===== src/rtl/rpg_pkg.sv =====
// Shared types, default LFSR constants and the Galois step function for the
// multi-channel random pulse generator.
package rpg_pkg;

  typedef enum logic [1:0] {
    IDLE  = 2'd0,
    PULSE = 2'd1,
    HOLD  = 2'd2
  } ch_state_t;

  localparam logic [15:0] RPG_DEF_TAPS = 16'hB400;
  localparam logic [15:0] RPG_DEF_SEED = 16'hACE1;
  localparam int          RPG_MAX_W    = 32;

  // Computed at the widest supported width; callers truncate to LFSR_W.
  function automatic logic [RPG_MAX_W-1:0] lfsr_step(
    input logic [RPG_MAX_W-1:0] q,
    input logic [RPG_MAX_W-1:0] taps
  );
    return (q >> 1) ^ (q[0] ? taps : '0);
  endfunction

endpackage


===== src/rtl/rpg_channel.sv =====
// One pulse channel: IDLE/PULSE/HOLD FSM with a shared down-counter for the
// pulse length and the hold-off interval.
module rpg_channel
  import rpg_pkg::*;
#(
  parameter int PW_W = 4
) (
  input  logic            clk,
  input  logic            rst_n,
  input  logic            i_trig,
  input  logic [PW_W-1:0] i_pulse_len,
  input  logic [PW_W-1:0] i_holdoff,
  output logic            o_pulse,
  output logic            o_start
);

  ch_state_t       r_state, w_state_next;
  logic [PW_W-1:0] r_cnt, w_cnt_next;
  logic            r_pulse;

  always_ff @(posedge clk or negedge rst_n) begin
    if (!rst_n) begin
      r_state <= IDLE;
      r_cnt   <= '0;
      r_pulse <= 1'b0;
    end else begin
      r_state <= w_state_next;
      r_cnt   <= w_cnt_next;
      r_pulse <= (w_state_next == PULSE);
    end
  end

  always_comb begin
    w_state_next = r_state;
    w_cnt_next   = r_cnt;
    o_start      = 1'b0;
    case (r_state)
      IDLE: begin
        if (i_trig) begin
          w_state_next = PULSE;
          w_cnt_next   = i_pulse_len;
          o_start      = 1'b1;
        end
      end
      PULSE: begin
        if (r_cnt == '0) begin
          if (i_holdoff == '0) begin
            w_state_next = IDLE;
          end else begin
            w_state_next = HOLD;
            w_cnt_next   = i_holdoff;
          end
        end else begin
          w_cnt_next = r_cnt - PW_W'(1);
        end
      end
      HOLD: begin
        // The counter holds the number of HOLD cycles still to spend, this one included.
        if (r_cnt <= PW_W'(1)) begin
          w_state_next = IDLE;
          w_cnt_next   = '0;
        end else begin
          w_cnt_next = r_cnt - PW_W'(1);
        end
      end
      default: begin
        w_state_next = IDLE;
        w_cnt_next   = '0;
      end
    endcase
  end

  assign o_pulse = r_pulse;

endmodule


===== src/rtl/random_pulse_gen_mc.sv =====
// Shared Galois LFSR feeding N_CH pulse channels; optional saturating pulse
// counter built only when RPG_PULSE_COUNT_EN is defined.
module random_pulse_gen_mc
  import rpg_pkg::*;
#(
  parameter int                LFSR_W = 16,
  parameter int                N_CH   = 4,
  parameter int                PW_W   = 4,
  parameter logic [LFSR_W-1:0] TAPS   = LFSR_W'(RPG_DEF_TAPS),
  parameter logic [LFSR_W-1:0] SEED   = LFSR_W'(RPG_DEF_SEED)
) (
  input  logic              clk,
  input  logic              rst_n,
  input  logic              ena,
  input  logic              seed_load,
  input  logic [LFSR_W-1:0] seed_val,
  input  logic [7:0]        threshold,
  input  logic [PW_W-1:0]   pulse_len,
  input  logic [PW_W-1:0]   holdoff,
  output logic [N_CH-1:0]   pulse_out,
  output logic [LFSR_W-1:0] lfsr_q,
  output logic [15:0]       pulse_count
);

  logic [LFSR_W-1:0] r_lfsr;
  logic [LFSR_W-1:0] w_lfsr_step;
  logic [N_CH-1:0]   w_trig;
  logic [N_CH-1:0]   w_start;

  assign w_lfsr_step = LFSR_W'(lfsr_step(RPG_MAX_W'(r_lfsr), RPG_MAX_W'(TAPS)));

  // A zero seed would lock the LFSR, so it is replaced by SEED.
  always_ff @(posedge clk or negedge rst_n) begin
    if (!rst_n) begin
      r_lfsr <= SEED;
    end else if (seed_load) begin
      r_lfsr <= (seed_val == '0) ? SEED : seed_val;
    end else if (ena) begin
      r_lfsr <= w_lfsr_step;
    end
  end

  assign lfsr_q = r_lfsr;

  genvar gi, gj;
  generate
    for (gi = 0; gi < N_CH; gi++) begin : g_ch
      logic [7:0] w_byte;

      // Low byte of r_lfsr rotated left by 3*gi.
      for (gj = 0; gj < 8; gj++) begin : g_bit
        assign w_byte[gj] = r_lfsr[(gj + LFSR_W - 3*gi) % LFSR_W];
      end

      assign w_trig[gi] = ena && (w_byte < threshold);

      rpg_channel #(
        .PW_W (PW_W)
      ) u_channel (
        .clk         (clk),
        .rst_n       (rst_n),
        .i_trig      (w_trig[gi]),
        .i_pulse_len (pulse_len),
        .i_holdoff   (holdoff),
        .o_pulse     (pulse_out[gi]),
        .o_start     (w_start[gi])
      );
    end
  endgenerate

`ifdef RPG_PULSE_COUNT_EN
  logic [15:0] r_count;
  logic [16:0] w_sum;

  always_comb begin
    w_sum = {1'b0, r_count};
    for (int i = 0; i < N_CH; i++) begin
      w_sum = w_sum + 17'(w_start[i]);
    end
  end

  always_ff @(posedge clk or negedge rst_n) begin
    if (!rst_n) begin
      r_count <= '0;
    end else begin
      r_count <= w_sum[16] ? 16'hFFFF : w_sum[15:0];
    end
  end

  assign pulse_count = r_count;
`else
  logic w_unused_start;
  assign w_unused_start = ^w_start;
  assign pulse_count    = 16'h0000;
`endif

endmodule


===== config.mk =====
export PLATFORM = sky130hd
export DESIGN_NAME = random_pulse_gen_mc
export DESIGN_NICKNAME = d
export VERILOG_FILES = /design/src/rtl/rpg_pkg.sv /design/src/rtl/rpg_channel.sv /design/src/rtl/random_pulse_gen_mc.sv
export SDC_FILE = /design/constraint.sdc
export NUM_CORES = 1
export LEC_CHECK = 0
export CAP_MARGIN = 10
export CORE_ASPECT_RATIO = 0.9
export CORE_UTILIZATION = 50
export CTS_BUF_LIST = sky130_fd_sc_hd__clkbuf_4
export CTS_CLUSTER_SIZE = 28
export DETAILED_ROUTE_END_ITERATION = 10
export PLACE_DENSITY = 0.78
export SYNTH_ARGS = -nofsm -noshare
export SYNTH_HDL_FRONTEND = slang
export SYNTH_HIERARCHICAL = 1
export SYNTH_SLANG_ARGS = --single-unit

===== constraint.sdc =====
create_clock -name clk -period 2.25 [get_ports clk]
set_input_delay 0.225 -clock clk [delete_from_list [all_inputs] [get_ports clk]]
set_output_delay 0.225 -clock clk [all_outputs]
set_load 0.01 [all_outputs]

# Yosys cells after proc, flatten, opt, wreduce, memory -nomap -nowiden
# Index checks and enable logic that the tools add are counted.
[classes]
reduce_logical = 19
n_lt_le_gt_ge = 8
n_eq_ne = 20
mux = 38
add_sub_neg = 4
bitwise = 1
[op_table]
columns = ["operator", "count"]
rows = [
  ["$mux W16", 4],
  ["$mux W4", 13],
  ["$pmux W4 S3", 4],
  ["$lt A8 B8 Y1", 4],
  ["$mux W2", 13],
  ["$pmux W2 S3", 4],
  ["$logic_not A4 Y1", 5],
  ["$eq A2 B1 Y1 const B", 8],
  ["$le A4 B1 Y1 const B", 4],
  ["$logic_not A16 Y1", 1],
  ["$sub A4 B1 Y4 const B", 4],
  ["$xor A15 B16 Y16", 1],
  ["$ne A3 B3 Y1 const B", 4],
  ["$eq A2 B2 Y1 const B", 4],
  ["$logic_not A2 Y1", 4],
  ["$ne A2 B1 Y1 const B", 4],
  ["$reduce_and A2 Y1", 4],
  ["$logic_and A1 B1 Y1", 4],
  ["$reduce_bool A2 Y1", 1],
]
[totals]
regBits = 44

# Longest topological paths before layout
# Gate-level depths: netlist of the first run.
[depth]
ltp_word = 5
mapped_depth = 9
depth_no_buf = 9

# By module
# The synthesis of the first run kept the hierarchy.
[modules_own_cells]
columns = ["mod", "area_each_um2", "cells_each", "instances", "seq_area_each_um2"]
rows = [
  ["rpg_channel", 524.3, 61, 4, 175.2],
  ["random_pulse_gen_mc", 1581.5, 163, 1, 410.4],
]

# Least setup slack after synthesis of the first run
# Ideal clock, no wire load.
[synth_timing]
path_type = "register to register"
from = "reg r_lfsr[10], in the netlist lfsr_q[10]"
to = "reg g_ch[3].u_channel.r_cnt[2]"
required_time_ps = 2113
setup_slack_ps = 149
setup_time_ps = 137
path_stages_with_launch = 9
t_arrival_ps = 1964
cell_sequence = "dfstp_2 > ha_1 > nor4_1 > nor3_1 > a221oi_1 > nor2_1 > o21bai_1 > a21oi_1 > o21ai_0"
[synth_via]
elab_chain_len = 4
[synth_rtl]
columns = ["element", "line_no", "source"]
rows = [
  ["from (decl)", "random_pulse_gen_mc.sv:25", "logic [LFSR_W-1:0] r_lfsr;"],
  ["from (signal assigned)", "random_pulse_gen_mc.sv:37", "r_lfsr <= (seed_val == '0) ? SEED : seed_val;"],
  ["from (signal assigned)", "random_pulse_gen_mc.sv:39", "r_lfsr <= w_lfsr_step;"],
  ["$lt A8 B8 Y1", "random_pulse_gen_mc.sv:55", "assign w_trig[gi] = ena && (w_byte < threshold);"],
  ["$logic_and A1 B1 Y1", "random_pulse_gen_mc.sv:55", ""],
  ["named net w_trig[3]", "random_pulse_gen_mc.sv:27", "logic [N_CH-1:0] w_trig;"],
  ["$ne A2 B1 Y1 (no line)", "n/a", ""],
  ["$reduce_and A2 Y1 (no line)", "n/a", ""],
  ["to (signal assigned)", "rpg_channel.sv:28", "r_cnt <= w_cnt_next;"],
  ["to (decl)", "rpg_channel.sv:18", "logic [PW_W-1:0] r_cnt, w_cnt_next;"],
]
# The timed path passes the listed nets, and every way through them passes these cells.
# A chain may end at the register's enable or synchronous reset.

# Worst setup path after layout of the first run
[layout_timing]
from = "reg r_lfsr[13], in the netlist lfsr_q[13]"
to = "reg g_ch[2].u_channel.r_cnt[2]"
[layout_via]
elab_chain_len = 4
[layout_rtl]
columns = ["element", "line_no"]
rows = [
  ["$lt A8 B8 Y1", "random_pulse_gen_mc.sv:55"],
  ["$logic_and A1 B1 Y1", "random_pulse_gen_mc.sv:55"],
  ["named net w_trig[2]", "random_pulse_gen_mc.sv:27"],
  ["$ne A2 B1 Y1 (no line)", "n/a"],
  ["$reduce_and A2 Y1 (no line)", "n/a"],
  ["to (signal assigned)", "rpg_channel.sv:28"],
  ["to (decl)", "rpg_channel.sv:18"],
]
# The timed path passes the listed nets, and every way through them passes these cells.

==> flow_summary.json, run 1 <==
{
  "status": "complete, no violations",
  "fin_crit_sh": 0.944,
  "die_x_um": 92.1,
  "io_buffers": 55,
  "clock_latency_ns": 0.38,
  "clock_path_buffers": 2,
  "avgSynthCellArea_sq_um": 9.07,
  "stdcell_count": 565,
  "critPathCaptureType": "flop",
  "p_per_area_nw_per_um2": 1010,
  "final_common_cell": "clkdlybuf4s50_1",
  "leakage_nw": 1.89,
  "final_core_util": 0.637,
  "cp_cell_sequence": "ha_1 -> nor4_1 -> nor3_1 -> a221oi_1 -> buf_4 -> nor2_1 -> o21bai_1 -> a21oi_1 -> o21ai_0",
  "grt_pass1_wl_um": 15900,
  "crit_fanout": 3,
  "finalClockSkew_ns": 0.0250,
  "die_h_um": 83.1,
  "ctsHtreeMaxLevel": 2,
  "ant_nets": 0,
  "finalHoldViolCount": 0,
  "dr.pass1.iters": 4,
  "path_clk_slew_ns": 0.16,
  "layout-drive-gt1-share": 0.174,
  "dpl.hpwl_um": 7120,
  "hold_start": "seed_val[8]",
  "crit_family": "compound AO/OA/AOI/OAI gates",
  "coreArea_sq_um": 7080,
  "worst-path-buf-inv": 1,
  "worstSetupPathType": "flop to flop",
  "finalCriticalPeriod_ns": 2.12,
  "setup_violations": 0,
  "fmax_ghz": 0.471,
  "setup_tns_ns": 0,
  "fill_cells": 562,
  "grt-ovfl-total": 0,
  "cts_buffers": 5,
  "rsz0062_at_grt": "true",
  "r2r-start": "lfsr_q[13]",
  "hp-class": "input pin to flop",
  "yosys_warnings": 6,
  "drc": 0,
  "antenna_found_initial": 0,
  "cts_tree": "yes",
  "total_power_mw": 4.56,
  "ioPinCount": 72,
  "dp_cells": 547,
  "startpoint": "lfsr_q[13]",
  "worst_path_largest_cell_delay_ns": 0.59,
  "required_ns": 2.51,
  "dp_slack_ns": -0.266,
  "nets": 543,
  "root_buffer": "clkbuf_4",
  "crit_path_top_delay_cell": "dfstp_2",
  "worst_slew_pin_slew_ns": 0.594,
  "final_cell_mix": "clkdlybuf4s50_1 (54), ha_1 (33), nand2_1 (32), dfrtp_1 (31), buf_4 (27)",
  "arrival_ns": 2.38,
  "first_iter_violations": 244,
  "syn_to_final_growth_pct": 23.4,
  "via_count": 3439,
  "grt_usage": 0.257,
  "via_per_inst": 6.09,
  "grt_max_degree": 45,
  "wl_per_cell_um": 17.3,
  "synth_cells": 403,
  "die_area_sq_um": 7650,
  "slew_headroom": 0.601,
  "place_congestion": 0.894,
  "core.rowCount": 29,
  "worst_slack_ns": 0.126,
  "maxCapViolCount": 0,
  "grt_pass1_vias": 3244,
  "antenna_cells": 0,
  "netlist_area_sq_um": 3650,
  "initial_core_util": 0.516,
  "start_kind": "flop",
  "drv_slew": 0,
  "clock_sinks": 44,
  "wl_um": 9770,
  "ir_drop_v": 0.000373
}
## metal layers
| metal | wire length [um] | GRT usage | vias to the layer above |
|---|---|---|---|
| li1 | - | - | 1637 |
| met5 | 0 | 0 | - |
| met2 | 4480 | 0.399 | 146 |
| met4 | 201 | 0.0767 | 0 |
| met3 | 499 | 0.0321 | 23 |
| met1 | 4580 | 0.374 | 1633 |
## final timing paths
| check | cells after the start | endpoint | slack [ns] |
|---|---|---|---|
| hold reg to reg | 2 | g_ch[2].u_channel/r_cnt[1] | 0.57 |
| setup reg to reg | 9 | g_ch[2].u_channel/r_cnt[2] | 0.13 |
| hold / removal | 3 | lfsr_q[8] | 0.40 |
| max in group asynchronous | 3 | lfsr_q[14] | 1.38 |
| setup / recovery | 9 | g_ch[2].u_channel/r_cnt[2] | 0.13 |
| min in group asynchronous | 3 | g_ch[1].u_channel/r_cnt[0] | 0.44 |
## area by class of cell
| type | instances | area, sq um | share of cell area |
|---|---|---|---|
| clock buffer | 5 | 37.5 | 0.00833 |
| tap | 93 | 116 | 0.0258 |
| clock inverter | 3 | 46.3 | 0.0103 |
| sequential | 44 | 1120 | 0.248 |
| inverter | 23 | 86.3 | 0.0192 |
| multi-input combinational | 314 | 2340 | 0.520 |
| timing repair buffer | 83 | 758 | 0.168 |
## worst reg2reg max path, delay by kind of cell (launching register included)
family / cells / cell delay, ns
buffers and inverters: 1 / 0.18
AO/OA/AOI/OAI: 4 / 0.63
adder cells (fa/ha/maj): 1 / 0.23
AND/OR/NAND/NOR: 3 / 0.38
flip-flops: 1 / 0.59
## flip-flops by register name (all words and copies together), names as in the netlist
name and count:
g_ch.u_channel/o_pulse 4, g_ch.u_channel/r_cnt 16, g_ch.u_channel/r_state 8, lfsr_q 16
## power breakdown
| part | internal, mW | switching (mW) |
|---|---|---|
| Clock | 0.238 | 0.300 |
| Sequential | 1.07 | 0.427 |
| Combinational | 1.21 | 1.32 |
## repair_timing
action,4_1_cts,5_1_grt
endpoints found under the setup margin,0,17
setup buffers,0,9
hold endpoints to repair,36,0
hold buffers,1,0
gates resized for setup,0,20
## stage by stage
step / instance area [sq um] / hold WS [ns]
after detailed placement: 4280 / 0.348
after CTS: 4370 / 0.396
after floorplan: 3710 / -0.0706
final: 4510 / 0.399
after global routing: 4510 / 0.420
after global placement: 4280 / 0.345
Note: power is estimated with default switching activity, not from simulation.
==> inputs of run 2 (changes only) <==
--- a/config.mk
+++ b/config.mk
@@ -5,13 +5,15 @@
 export SDC_FILE = /design/constraint.sdc
 export NUM_CORES = 1
 export LEC_CHECK = 0
+export ABC_AREA = 1
 export CAP_MARGIN = 10
 export CORE_ASPECT_RATIO = 0.9
 export CORE_UTILIZATION = 50
 export CTS_BUF_LIST = sky130_fd_sc_hd__clkbuf_4
 export CTS_CLUSTER_SIZE = 28
 export DETAILED_ROUTE_END_ITERATION = 10
-export PLACE_DENSITY = 0.78
+export GPL_TIMING_DRIVEN = 0
+export PLACE_DENSITY = 0.77
 export SYNTH_ARGS = -nofsm -noshare
 export SYNTH_HDL_FRONTEND = slang
 export SYNTH_HIERARCHICAL = 1
==> run 2 against run 1 <==
  * Sequential share of layout area fell by 1.3 points
  * Cell area up 4.9%
  * Critical endpoint is now g_ch[3].u_channel/r_cnt[1]
  * Cell count increased by 35%
  * Area after synthesis rose by 6.6%
  * Global-route usage rose by 0.26 points
  * Die area rose by 6.4%
  * Highest routed layer unchanged
  * Utilization shrank 1.1 points
  * Largest cell class unchanged
  * Clock skew is 0.0033 ns lower
==> flow_summary.json, run 2 <==
{
  "status": "complete, no violations",
  "die_h_um": 85.7,
  "p_per_area_nw_per_um2": 967,
  "crit_fanout": 5,
  "ctsHoldBuffers": 1,
  "p_clk_frac": 0.114,
  "path_clk_slew_ns": 0.16,
  "crit_top_cell": "nand2_1",
  "die_x_um": 95.0,
  "clock_path_buffers": 2,
  "antenna_found_initial": 0,
  "start_kind": "flop",
  "dp_slack_ns": 0.00810,
  "first_iter_violations": 223,
  "clock_latency_ns": 0.38,
  "finalHoldViolCount": 0,
  "cts_buffers": 5,
  "grt_pass1_vias": 3625,
  "place_congestion": 0.890,
  "syn_to_final_growth_pct": 21.4,
  "layout-drive-gt1-share": 0.109,
  "hold_slack_ns": 0.272,
  "root_buffer": "clkbuf_4",
  "ctsHtreeMaxLevel": 2,
  "core.rowCount": 30,
  "final_cell_mix": "nand2_1 (212), inv_1 (88), clkdlybuf4s50_1 (54), nor2_1 (47)",
  "finalCriticalPeriod_ns": 1.97,
  "clock_sinks": 44,
  "coreArea_sq_um": 7540,
  "cp_cell_sequence": "ha_1 -> a21oi_1 -> nand2_1 -> nand2_1 -> nand2_1 -> nor2_1 -> nor2_1 -> a21oi_2 -> nand2_1 -> nand2_1",
  "antenna_cells": 0,
  "dr.pass1.iters": 5,
  "netlist_area_sq_um": 3890,
  "p_comb_frac": 0.584,
  "yosys_warnings": 6,
  "total_power_mw": 4.57,
  "fill_cells": 700,
  "via_count": 3802,
  "p_switching_mw": 2.26,
  "dpl.hpwl_um": 7460,
  "seq_power_share": 0.302,
  "cts_tree": "yes",
  "rsz0062_at_grt": "false",
  "grt_pass1_wl_um": 16700,
  "crit_path_top_delay_cell": "dfstp_2",
  "grt_usage": 0.260,
  "critPathCaptureType": "flop",
  "worst_slack_ns": 0.280,
  "worstSetupPathType": "flop to flop",
  "fin_crit_sh": 0.876,
  "io_buffers": 55,
  "drc": 0,
  "maxCapViolCount": 0,
  "placed_area_sq_um": 4640,
  "wl_um": 9570,
  "wl_per_cell_um": 12.5,
  "grt-ovfl-total": 0,
  "postCtsSetupBuffers": 0,
  "ff2ff_path_depth": 10,
  "drv_slew": 0,
  "ant_nets": 0,
  "stdcell_area_sq_um": 4730,
  "leakage_nw": 2.56,
  "finalClockSkew_ns": 0.0217,
  "via_per_inst": 4.98,
  "nets": 739,
  "p_sw_frac": 0.496,
  "p_int_mw": 2.30,
  "ioPinCount": 72,
  "ir_drop_v": 0.000378,
  "final_common_cell": "nand2_1",
  "avgSynthCellArea_sq_um": 6.62,
  "fmax_ghz": 0.508,
  "worst_path_largest_cell_delay_ns": 0.61,
  "grt_max_degree": 31,
  "die_area_sq_um": 8150,
  "arrival_ns": 2.29,
  "setup_violations": 0,
  "required_ns": 2.57,
  "cts.repair.resized": 0,
  "initial_core_util": 0.516,
  "hp-class": "input pin to asynchronous set/reset pin",
  "synth_cells": 588
}
## run 2: final timing paths
check	startpoint	slack, ns	to
setup reg to reg	lfsr_q[10]	0.28	g_ch[3].u_channel/r_cnt[1]
max in group asynchronous	rst_n	1.39	lfsr_q[15]
hold reg to reg	lfsr_q[10]	0.52	lfsr_q[10]
min in group clk	seed_val[8]	0.41	lfsr_q[8]
hold / removal	rst_n	0.27	g_ch[0].u_channel/r_cnt[3]
setup / recovery	lfsr_q[10]	0.28	g_ch[3].u_channel/r_cnt[1]
## run 2: worst max-delay path: cells and delay by family (launching register included)
| kind | cells | cell delay, ns |
|---|---|---|
| AO/OA/AOI/OAI | 2 | 0.37 |
| adder cells (fa/ha/maj) | 1 | 0.26 |
| flip-flops | 1 | 0.61 |
| AND/OR/NAND/NOR | 7 | 0.68 |
## run 2: cell type report
type,count,area (sq um),share of cell area
inverters,92,345,0.0731
clock buffers,5,37.5,0.00794
well taps,96,120,0.0254
repair buffers,57,576,0.122
plain buffers,21,145,0.0307
clock inverters,3,42.5,0.00900
flip-flops and latches,44,1110,0.235
multi-input cells,446,2350,0.497
## run 2: power by group through the flow
| stage | Sequential [mW] | Clock, mW | Combinational (mW) |
|---|---|---|---|
| 2_1_floorplan | 1.35 | 0 | 1.96 |
| 3_3_place_gp | 1.37 | 0 | 2.55 |
| 3_5_place_dp | 1.39 | 0 | 2.65 |
| 4_1_cts | 1.38 | 0.538 | 2.66 |
| 5_1_grt | 1.41 | 0.569 | 3.10 |
| 6_report | 1.38 | 0.522 | 2.67 |
## run 2: per-layer routing
| metal | vias to the layer above | global-route usage | part of all wire |
|---|---|---|---|
| li1 | 1972 | - | - |
| met1 | 1688 | 0.376 | 0.47 |
| met2 | 122 | 0.407 | 0.45 |
| met3 | 20 | 0.0328 | 0.062 |
| met4 | 0 | 0.0702 | 0.020 |
| met5 | - | 0 | 0 |
## run 2: stage by stage
| step | setup TNS [ns] | utilization | std cells |
|---|---|---|---|
| 5_1_grt | 0 | 0.626 | 764 |
| 2_1_floorplan | 0 | - | 603 |
| 6_report | 0 | 0.626 | 764 |
| 4_1_cts | 0 | 0.626 | 764 |
| 3_5_place_dp | 0 | 0.614 | 755 |
| 3_3_place_gp | -9.72 | 0.612 | 754 |
==> inputs of run 3 (changes only) <==
--- a/config.mk
+++ b/config.mk
@@ -6,7 +6,7 @@
 export NUM_CORES = 1
 export LEC_CHECK = 0
 export ABC_AREA = 1
-export CAP_MARGIN = 10
+export CAP_MARGIN = 20
 export CORE_ASPECT_RATIO = 0.9
 export CORE_UTILIZATION = 50
 export CTS_BUF_LIST = sky130_fd_sc_hd__clkbuf_4
==> results of run 3 <==
Final layout, timing and power as in run 2 (identical DEF).
